### config.mk
export PLATFORM = sky130hd
export DESIGN_NAME = rand_roller_hist
export DESIGN_NICKNAME = d
export VERILOG_FILES = /design/src/rtl/rand_roller_hist.sv
export SDC_FILE = /design/constraint.sdc
export NUM_CORES = 1
export LEC_CHECK = 0
export CORE_MARGIN = 3
export CORE_UTILIZATION = 54
export DETAILED_ROUTE_END_ITERATION = 16
export PLACE_DENSITY = 0.75
export SYNTH_ARGS = -nofsm -noshare
export SYNTH_HDL_FRONTEND = slang
export SYNTH_SLANG_ARGS = --single-unit
### constraint.sdc
create_clock -name i_clk -period 2.5 [get_ports i_clk]
set_clock_uncertainty 0.05 [all_clocks]
set_input_delay 0.5 -clock i_clk [delete_from_list [all_inputs] [get_ports i_clk]]
set_output_delay 0.5 -clock i_clk [all_outputs]
set_load 0.005 [all_outputs]
### src/rtl/rand_roller_hist.sv
// Dice-roller core: a Galois LFSR feeds a slowing roll sequence, and each final result
// is pushed into a history buffer. The buffer can be browsed while idle.
module rand_roller_hist #(
    parameter int              W      = 4,
    parameter int              DEPTH  = 8,
    parameter int              LW     = 16,
    parameter logic [LW-1:0]   TAPS   = 16'hB400,
    parameter logic [LW-1:0]   SEED   = 1,
    parameter int              T      = 6250000,
    parameter int              NPHASE = 3,
    parameter int              DCLICK = 12500000
) (
    input  logic                     i_clk,
    input  logic                     i_rst_n,
    input  logic                     i_start,
    input  logic                     i_stop,
    input  logic                     i_next,
    input  logic                     i_seed_load,
    input  logic [LW-1:0]            i_seed,
    output logic [W-1:0]             o_value,
    output logic [$clog2(DEPTH)-1:0] o_idx,
    output logic [2**W-1:0]          o_value_oh,
    output logic [DEPTH-1:0]         o_idx_oh,
    output logic                     o_busy,
    output logic [$clog2(DEPTH):0]   o_fill
);

    localparam int IW = $clog2(DEPTH);
    localparam int CW = $clog2(4*T);
    localparam int PW = (NPHASE > 1) ? $clog2(NPHASE) : 1;
    localparam int TW = $clog2(DCLICK + 1);

    localparam logic [CW-1:0] CNT_LAST  = CW'(4*T - 1);
    localparam logic [CW-1:0] PER0_LAST = CW'(T - 1);
    localparam logic [CW-1:0] PER1_LAST = CW'(2*T - 1);

    typedef enum logic {IDLE, ROLL} state_t;

    state_t                     state_q, state_d;
    logic [LW-1:0]              lfsr;
    logic [W-1:0]               number, num_d;
    logic [DEPTH-1:0][W-1:0]    hist;
    logic [IW-1:0]              idx, idx_step;
    logic [IW:0]                fill;
    logic [PW-1:0]              p;
    logic [CW-1:0]              cnt, sub, per_last;
    logic                       armed;
    logic [TW-1:0]              timer;
    logic                       upd, commit, phase_end;

    always_ff @(posedge i_clk or negedge i_rst_n) begin
        if (!i_rst_n)
            lfsr <= SEED;
        else if (i_seed_load)
            lfsr <= (i_seed == '0) ? LW'(1) : i_seed;
        else
            lfsr <= (lfsr >> 1) ^ (lfsr[0] ? TAPS : '0);
    end

    // Update period is T<<p; from phase 2 on it reaches 4T, so only cnt=0 updates.
    always_comb begin
        state_d   = state_q;
        upd       = 1'b0;
        commit    = 1'b0;
        phase_end = 1'b0;
        per_last  = (p == PW'(0)) ? PER0_LAST : (p == PW'(1)) ? PER1_LAST : CNT_LAST;
        case (state_q)
            IDLE: if (i_start) state_d = ROLL;
            ROLL: begin
                upd       = (sub == '0) && !i_stop;
                phase_end = (cnt == CNT_LAST);
                if (i_stop || (phase_end && p == PW'(NPHASE - 1))) begin
                    commit  = 1'b1;
                    state_d = IDLE;
                end
            end
            default: state_d = IDLE;
        endcase
        num_d = upd ? lfsr[W-1:0] : number;
    end

    always_ff @(posedge i_clk or negedge i_rst_n) begin
        if (!i_rst_n)
            state_q <= IDLE;
        else
            state_q <= state_d;
    end

    always_ff @(posedge i_clk or negedge i_rst_n) begin
        if (!i_rst_n) begin
            p      <= '0;
            cnt    <= '0;
            sub    <= '0;
            number <= '0;
            hist   <= '0;
            fill   <= '0;
        end else begin
            number <= num_d;
            if (state_q == IDLE) begin
                p   <= '0;
                cnt <= '0;
                sub <= '0;
            end else if (phase_end) begin
                p   <= p + PW'(1);
                cnt <= '0;
                sub <= '0;
            end else begin
                cnt <= cnt + CW'(1);
                sub <= (sub == per_last) ? '0 : sub + CW'(1);
            end
            if (commit) begin
                hist <= {hist[DEPTH-2:0], num_d};
                if (fill != (IW+1)'(DEPTH))
                    fill <= fill + (IW+1)'(1);
            end
        end
    end

    assign idx_step = (({1'b0, idx} + (IW+1)'(1)) >= fill) ? '0 : idx + IW'(1);

    // A second press inside the window returns home; otherwise each press steps and re-arms.
    always_ff @(posedge i_clk or negedge i_rst_n) begin
        if (!i_rst_n) begin
            idx   <= '0;
            armed <= 1'b0;
            timer <= '0;
        end else if (state_q == ROLL || i_start) begin
            idx   <= '0;
            armed <= 1'b0;
            timer <= '0;
        end else if (i_next) begin
            if (armed && timer < TW'(DCLICK)) begin
                idx   <= '0;
                armed <= 1'b0;
            end else begin
                idx   <= idx_step;
                armed <= 1'b1;
                timer <= '0;
            end
        end else if (armed) begin
            if (timer >= TW'(DCLICK))
                armed <= 1'b0;
            else
                timer <= timer + TW'(1);
        end
    end

    assign o_value    = (idx == '0) ? number : hist[idx];
    assign o_idx      = idx;
    assign o_value_oh = {{(2**W-1){1'b0}}, 1'b1} << o_value;
    assign o_idx_oh   = {{(DEPTH-1){1'b0}}, 1'b1} << idx;
    assign o_busy     = (state_q == ROLL);
    assign o_fill     = fill;

endmodule

; ---- After elaboration in Yosys (flattened, before gate mapping)
; Cells that the tools add are included.
[word_totals]
reg_bits = 137
input_bits = 22
out_inout_bits = 36
wordCells = 92
[classes]
add_sub_neg = 7
magnitude_cmp = 4
eq_ne = 8
shifts = 2
n_mux = 37
n_bitwise = 2
reduce_logical = 14
[op_table]
columns = operator, count
row1 = 25-bit two-way mux, 7
row2 = 24-bit two-way mux, 5
row3 = "25-bit by 1-bit adder with 25-bit output, second input constant", 2
row4 = 16-bit two-way mux, 3
row5 = 25-bit == test, 1
row6 = "25-bit == test, second input constant", 1
row7 = 25-bit logical NOT, 1
row8 = "24-bit by 1-bit adder with 24-bit output, second input constant", 1
row9 = "24-bit greater-or-equal comparator, second input constant", 1
row10 = "24-bit less-than comparator, second input constant", 1
row11 = 16-bit logical NOT, 1
row12 = "1-bit by 4-bit left shift with 16-bit output, first input constant", 1
row13 = 15-bit by 16-bit XOR with 16-bit output, 1
row14 = 4-bit binary-select mux with 3-bit select, 1
row15 = 3-bit two-way mux, 4
row16 = 4-bit two-way mux, 3
row17 = 1-bit two-way mux, 11
row18 = "1-bit by 3-bit left shift with 8-bit output, first input constant", 1
row19 = "3-bit != test, second input constant", 2
row20 = "3-bit by 1-bit adder with 4-bit output, second input constant", 1
row21 = "4-bit by 1-bit adder with 4-bit output, second input constant", 1
row22 = 4-bit greater-or-equal comparator, 1
row23 = "3-bit by 4-bit less-than comparator with 1-bit output, second input constant", 1
row24 = 2-bit two-way mux, 2
row25 = 17 further kinds, 20

; ---- Depth between registers and ports, before layout
; Gate-level depths: netlist of the first run.
[depth]
ltp_word = 7
ltp_mapped = 9
depth_no_buf = 8

; ---- Worst setup path before layout of the first run
; No wires, ideal clock.
[synth_path]
kind = flip-flop to output port
from = register idx[0] (netlist: o_idx[0])
to = output port o_value_oh[0]
arrival_time_ns = 1.995
required_ns = 1.950
path_slack_ns = -0.045
path_stages_with_launch = 9
n_path_buf = 2
cell_sequence = dfrtp_1 -> buf_2 -> inv_1 -> ha_1 -> clkbuf_1 -> mux2i_1 -> o21ai_0 -> or2_2 -> nor2_1
[synth_via]
elab_chain_cells = 4
elab_cells_between_ends = 5
classes_between = 1 x shift / 3 x mux / 1 x reduce/logical
[synth_rtl]
columns = item, line
row1 = "start, declared", 43  ; logic [IW-1:0] idx, idx_step;
row2 = "start signal, assigned", 136  ; idx <= idx_step;
row3 = 4-bit binary-select mux with 3-bit select, 148  ; assign o_value = (idx == '0) ? number : hist[idx];
row4 = 4-bit two-way mux (not written as such), 148
row5 = 4-bit two-way mux *, 148
row6 = via o_value[1], 20  ; output logic [W-1:0] o_value,
row7 = 1-bit by 4-bit left shift with 16-bit output *, 150  ; assign o_value_oh = {{(2**W-1){1'b0}}, 1'b1} << o_value;
row8 = "end, declared", 22  ; output logic [2**W-1:0] o_value_oh,
; The timed path passes the listed nets; every way through them passes the cells marked *. The select of a mux whose other input is x is not followed.

; ---- Final worst setup path of the first run
[layout_path]
from = register idx[0] (netlist: o_idx[0])
to = output port o_value_oh[9]
[layout_via]
elab_chain_cells = 4
elab_cells_between_ends = 5
classes_between = 1 x shift / 3 x mux / 1 x reduce/logical
[layout_rtl]
columns = item, line
row1 = 4-bit binary-select mux with 3-bit select, 148
row2 = 4-bit two-way mux (not written as such), 148
row3 = 4-bit two-way mux *, 148
row4 = 1-bit by 4-bit left shift with 16-bit output *, 150
; Every way passes the cells marked *; elsewhere a longest branch is shown, timed or not. The select of a mux whose other input is x is not followed.

==> flow_summary.ini, run 1 <==
[place]
io_buffers = 57
hpwlAfterDp_um = 12800
finalWeightedCongestion = 0.950

[timing]
worst_pin_slew_ps = 521
slew_viol_final = 0
min_period_over_period = 1.18
holdWs_ps = 375
fmax_mhz = 340
period_needed_ps = 2940
finalSetupViolCount = 24
rsz0062_at_grt = true
max-slew-margin-rel = 0.649
layout_setup_ws_ps = -444
finalHoldViolations = 0

[setup_path]
max_stage_delay_ps = 510
cp_max_fo = 6
cp-start-kind = flop
cp_slowest_cell = mux4_2
r2r.worst_path.cells = 8
endpoint_kind = primary output
r2r-end = sub[2]$_DFF_PN0_
r2r-start = p[1]$_DFFE_PN0P_
critPathBufInv = 3
crit_path_cell_trace = buf_12, mux4_2, mux2i_2, o21ai_2, buf_4, or2_4, nor2_1, buf_2
crit_family = multiplexers
critPathRequiredTime_ps = 1950
r2r_slack_ps = 100
critical_path_arrival_ps = 2390
worst-setup-path-type = reg2out

[min_path]
hp-class = in2async

[finish]
drive_above_1_share = 0.261
antenna_cells = 0
fillers = 999
syn_to_final_growth_pct = 25.5
fin_util = 0.696
layout.nets = 938

[cts]
cts_made_buffers = 17
htree_num_levels = 4
cts_buffer_depth = 2
clk_pin_slew_worst_paths_ps = 60
cts_num_sinks = 137
clk_latency_ps = 430
cts_root_buf = clkbuf_16
cts_tree = done

[detailed_routing]
viasPerCell = 6.07
drc = 0
firstDrtPassIters = 5
wl_um = 19200
wl_per_cell_um = 17.7
dr.first_iter.drc_count = 711
vias = 6595
ant_nets = 0

[logic_synthesis]
netlist.area_leader.share = 0.439
synth_area_leaders = dfrtp_1, mux2_4, nor2_1
yosys-top-cells-count = dfrtp_1, nor2_1, nand2_1, nand3_1, xor2_1
ys.flop_type = dfrtp_1
ys_async_sr_fraction = 1.00
ys_ff_latch = 137
yosysSeqAreaShare = 0.442
synth.distinct_cells = 70
synthMostInstantiatedCell = dfrtp_1
synth_edf_count = 0
syn-mean-instance-area_um2 = 10.0
synth_warnings = 0
synth.largest_area_cell = dfrtp_1
synth_fp_nets = 815
syn_area_um2 = 7750
synthCells = 772

[pwr]
p_leak_nw = 4.26
ir_drop_mv = 0.619
powerDensity_nw_per_um2 = 827

[grt]
overflow = 0
grt_pass1_vias = 6673
grt_max_degree = 67
grt_usage = 0.251
grt_first_pass_wirelength_um = 32600
antenna_found_initial = 0

[outcome]
violations = setup timing
status = finished with violations

[die]
dieHeight_um = 126
start_util = 0.554
pin_count = 58
fp-row-count = 43
core_um2 = 14000
dieArea_um2 = 15800
die_width_um = 126

[flow_run]
maxCapViolations = 0
==> report_power, final <==
| group | switching (mW) | total [mW] | internal (mW) | leakage [nW] |
|---|---|---|---|---|
| clock network | 0.952 | 2.44 | 1.48 | 0.276 |
| registers | 0.306 | 2.92 | 2.61 | 1.79 |
| logic | 1.09 | 2.70 | 1.60 | 2.19 |
==> what timing repair did <==
action,in CTS,in global routing
hold buffers,1,0
gates resized for setup,113,22
pin swaps,14,10
endpoints found under the setup margin,28,55
hold endpoints to repair,5,0
buffers inserted,13,3
==> routing by layer <==
layer / part of all wire / up-vias / GRT usage
li1: - / 3042 / -
met1: 0.40 / 3223 / 0.314
met2: 0.50 / 284 / 0.413
met3: 0.069 / 46 / 0.0674
met4: 0.026 / 0 / 0.109
met5: 0 / - / 0
==> sequential cells by signal, indices dropped and copies added (netlist names) <==
signal	flops
number	4
cnt	25
o_busy	1
p	2
lfsr	16
o_fill	4
timer	24
hist	32
o_idx	3
sub	25
armed	1
==> worst reg2reg max path, delay by kind of cell, from the launching register on <==
kind / cells / cell delay, ps
simple gates: 3 / 690
compound gates: 2 / 620
flops: 1 / 390
buf+inv: 2 / 320
fa+ha+maj: 1 / 210
==> through the flow <==
stage	instances	setup WS (ps)	cell area (µm²)	power [mW]	setup TNS [ps]
final	1087	-444	9730	8.05	-6720
after global routing	1087	-537	9730	8.44	-9720
after CTS	1086	-427	9670	7.96	-6370
after detailed placement	1041	-452	8960	5.18	-7020
after global placement	1041	-347	8960	5.07	-5240
after floorplan	772	30.7	7760	4.06	0
==> final cells by class <==
cell class / count / area (µm²) / share of cell area
clock buffers: 20 / 447 / 0.0459
multi-input cells: 573 / 4170 / 0.428
repair buffers: 143 / 1250 / 0.128
inverters: 23 / 86.3 / 0.00887
well taps: 180 / 225 / 0.0231
flip-flops and latches: 137 / 3430 / 0.352
clock inverters: 11 / 125 / 0.0129
==> layout by cell type (no fill, tap or decap), types with 4 or more instances in the layout <==
cell,netlist,layout
a21oi_1,18,18
and2_1,10,10
clkdlybuf4s50_1,0,33
inv_1,23,23
dfrtp_1,136,136
o21ai_2,0,5
nand2b_4,0,4
nand4_1,25,25
ha_1,21,20
nor4_1,20,20
buf_2,5,15
nor2_1,91,81
o31ai_1,5,5
nor2_2,0,9
mux2_4,29,29
clkinv_4,0,4
buf_12,2,6
o21ai_0,17,11
xnor2_1,20,20
buf_6,1,13
buf_4,0,71
or3_1,4,4
nor3_1,25,25
xor2_1,31,31
and4_1,6,6
nand3_1,49,49
clkbuf_16,0,17
mux4_2,8,8
and3_1,23,23
o32ai_1,8,8
or2_2,6,4
a32o_1,4,4
nor2b_1,6,5
mux2_2,22,22
nand2_1,60,58
==> worst max path at each step <==
stage                          from  depth (start not counted)       endpoint  slack [ps]
2_1_floorplan  o_idx[0]$_DFFE_PN0N_                          6  o_value_oh[0]          30
3_3_place_gp   o_idx[0]$_DFFE_PN0N_                          8  o_value_oh[4]        -350
3_5_place_dp   o_idx[0]$_DFFE_PN0N_                          8  o_value_oh[2]        -450
4_1_cts        o_idx[0]$_DFFE_PN0N_                          8  o_value_oh[6]        -430
5_1_grt        o_idx[0]$_DFFE_PN0N_                          8  o_value_oh[0]        -540
6_report       o_idx[0]$_DFFE_PN0N_                          8  o_value_oh[9]        -440
==> cell families after synthesis <==
family                     count (synthesis)  synth area share
and+or+nand+nor                          348             0.229
DFF                                      137             0.442
AOI/OAI and AO/OA                         89            0.0820
muxes                                     64             0.118
buffers and inverters                     62            0.0374
xor gates and xnor gates                  51            0.0576
adders and majority gates                 21            0.0339
(Power assumes the default switching activity.)
==> inputs of run 2 (changes only) <==
Clock period 2.5 ns to 2.7 ns, I/O delays scaled along.
==> run 2 against run 1 <==
Effect of this change:
- the run still ends with setup timing left
- global-route usage fell by 0.059 points
- clock power fell by 5%
- setup slack improved by 120 ps
- wire length rose by 1.9%
- non-clock buffer count fell by 9
- first-iteration DRC count fell by 3.9%
- via count fell by 0.96%
- hold slack got worse by 320 ps
- clock-buffer cell count rose by 5
- register-to-register slack barely moved
- flip-flop and latch count did not move
- combinational power fell by 6%
- largest cell class unchanged
==> flow_summary.ini, run 2 (synthesis gave the netlist of run 1 again) <==
[detailed_routing]
vias = 6532
wl_per_cell_um = 18.2
drc = 0
dr.first_iter.drc_count = 683
viasPerCell = 6.05
ant_nets = 0
firstDrtPassIters = 5
wl_um = 19600

[finish]
layout.nets = 929
largest_reg_flops = 32
drive_above_1_share = 0.255
final_cell_mix = dfrtp_1, nor2_1, buf_4
largest-register = hist
antenna_cells = 0
syn_to_final_growth_pct = 25.2
top_regs = hist x32, cnt x25, sub x25
final_common_cell = dfrtp_1
fin_util = 0.694

[timing]
slew_viol_final = 0
worst_pin_slew_ps = 686
fmax_mhz = 331
layout_setup_ws_ps = -320
max-slew-margin-rel = 0.540
rsz0062_at_grt = true
holdWs_ps = 56.9
finalSetupViolCount = 20
finalHoldViolations = 0
min_period_over_period = 1.12
tns_ps = -4530
period_needed_ps = 3020

[cts]
cts_root_buf = clkbuf_16
cts_buffer_depth = 2
cts_num_sinks = 137
clk_pin_slew_worst_paths_ps = 60
cts_tree = done
cts_made_buffers = 17
cts_hold_buffers = 0
htree_num_levels = 4
clk_latency_ps = 420

[grt]
grt_pass1_vias = 6615
grt_use_met3 = 0.0526
grt_first_pass_wirelength_um = 32700
grt_use_met1 = 0.324
grt_usage = 0.251
overflow = 0
antenna_found_initial = 0
grt.busiest_layer = met2
met2_usage = 0.419
grt_max_degree = 74

[die]
dieHeight_um = 126
core_um2 = 14000
dieArea_um2 = 15800
fp-row-count = 43
pin_count = 58
die_width_um = 126
start_util = 0.554

[pwr]
ir_drop_mv = 0.455
p_leak_nw = 4.27
powerDensity_nw_per_um2 = 782

[setup_path]
crit_family = multiplexers
max_stage_delay_ps = 560
endpoint_kind = primary output
critPathRequiredTime_ps = 2110
cp_slowest_cell = mux4_2
worst-setup-path-type = reg2out
crit_path_cell_trace = buf_12, mux4_2, mux2i_4, o21ai_2, buf_6, or2_4, nor2_2, buf_2
critical_path_arrival_ps = 2430
cp-start-kind = flop
cp_max_fo = 6
critPathBufInv = 3

[place]
io_buffers = 57
finalWeightedCongestion = 0.955
hpwlAfterDp_um = 12600

[flow_run]
maxCapViolations = 0

[min_path]
hp-class = in2async

[outcome]
status = finished with violations
violations = setup timing
[run 2: timing repair]
| item | 4_1_cts | 5_1_grt |
|---|---|---|
| setup buffers | 16 | 1 |
| setup endpoints to repair | 22 | 35 |
| hold endpoints to repair | 0 | 0 |
| gates resized for setup | 120 | 21 |
| pin swaps | 17 | 7 |
[run 2: final cells by class]
type / instances / area [µm²]
multi-input combinational: 573 / 4190
sequential: 137 / 3430
timing repair buffer: 134 / 1180
clock inverter: 7 / 90.1
fill: 976 / 4280
inverter: 23 / 86.3
tap: 180 / 225
clock buffer: 25 / 505
[run 2: final timing paths]
path,cells past startpoint,end,startpoint,slack [ps]
max,8,o_value_oh[1],o_idx[0]$_DFFE_PN0N_,-320
min in group i_clk,1,lfsr[7]$_DFF_PN0_,lfsr[8]$_DFF_PN0_,440
max reg2reg,6,hist[30]$_DFFE_PN0P_,cnt[0]$_DFF_PN0_,110
min,1,sub[6]$_DFF_PN0_,i_rst_n,60
max in group asynchronous,2,hist[8]$_DFFE_PN0P_,i_rst_n,1730
min reg2reg,1,lfsr[7]$_DFF_PN0_,lfsr[8]$_DFF_PN0_,440
[run 2: power by group]
| group | internal, mW | total [mW] | leakage [nW] | switching [mW] |
|---|---|---|---|---|
| logic | 1.50 | 2.55 | 2.19 | 1.05 |
| clock network | 1.48 | 2.32 | 0.289 | 0.847 |
| registers | 2.42 | 2.72 | 1.79 | 0.299 |
| total | 5.40 | 7.59 | 4.27 | 2.19 |
[run 2: stage by stage]
stage          instance area (µm²)  power, mW  setup slack, ps  cells
6_report                      9710       7.59             -320   1079
5_1_grt                       9710       7.94             -399   1079
4_1_cts                       9620       7.45             -231   1078
3_5_place_dp                  8840       4.70             -356   1030
3_3_place_gp                  8840       4.60             -198   1030
2_1_floorplan                 7750       3.76              115    772
[run 2: per-layer routing]
metal  share of wire  up-vias  wire (µm)
met3           0.054       41       1060
met2            0.50      251       9820
met5               0        -          0
li1                -     3018          -
met1            0.41     3222       8130
met4           0.030        0        598
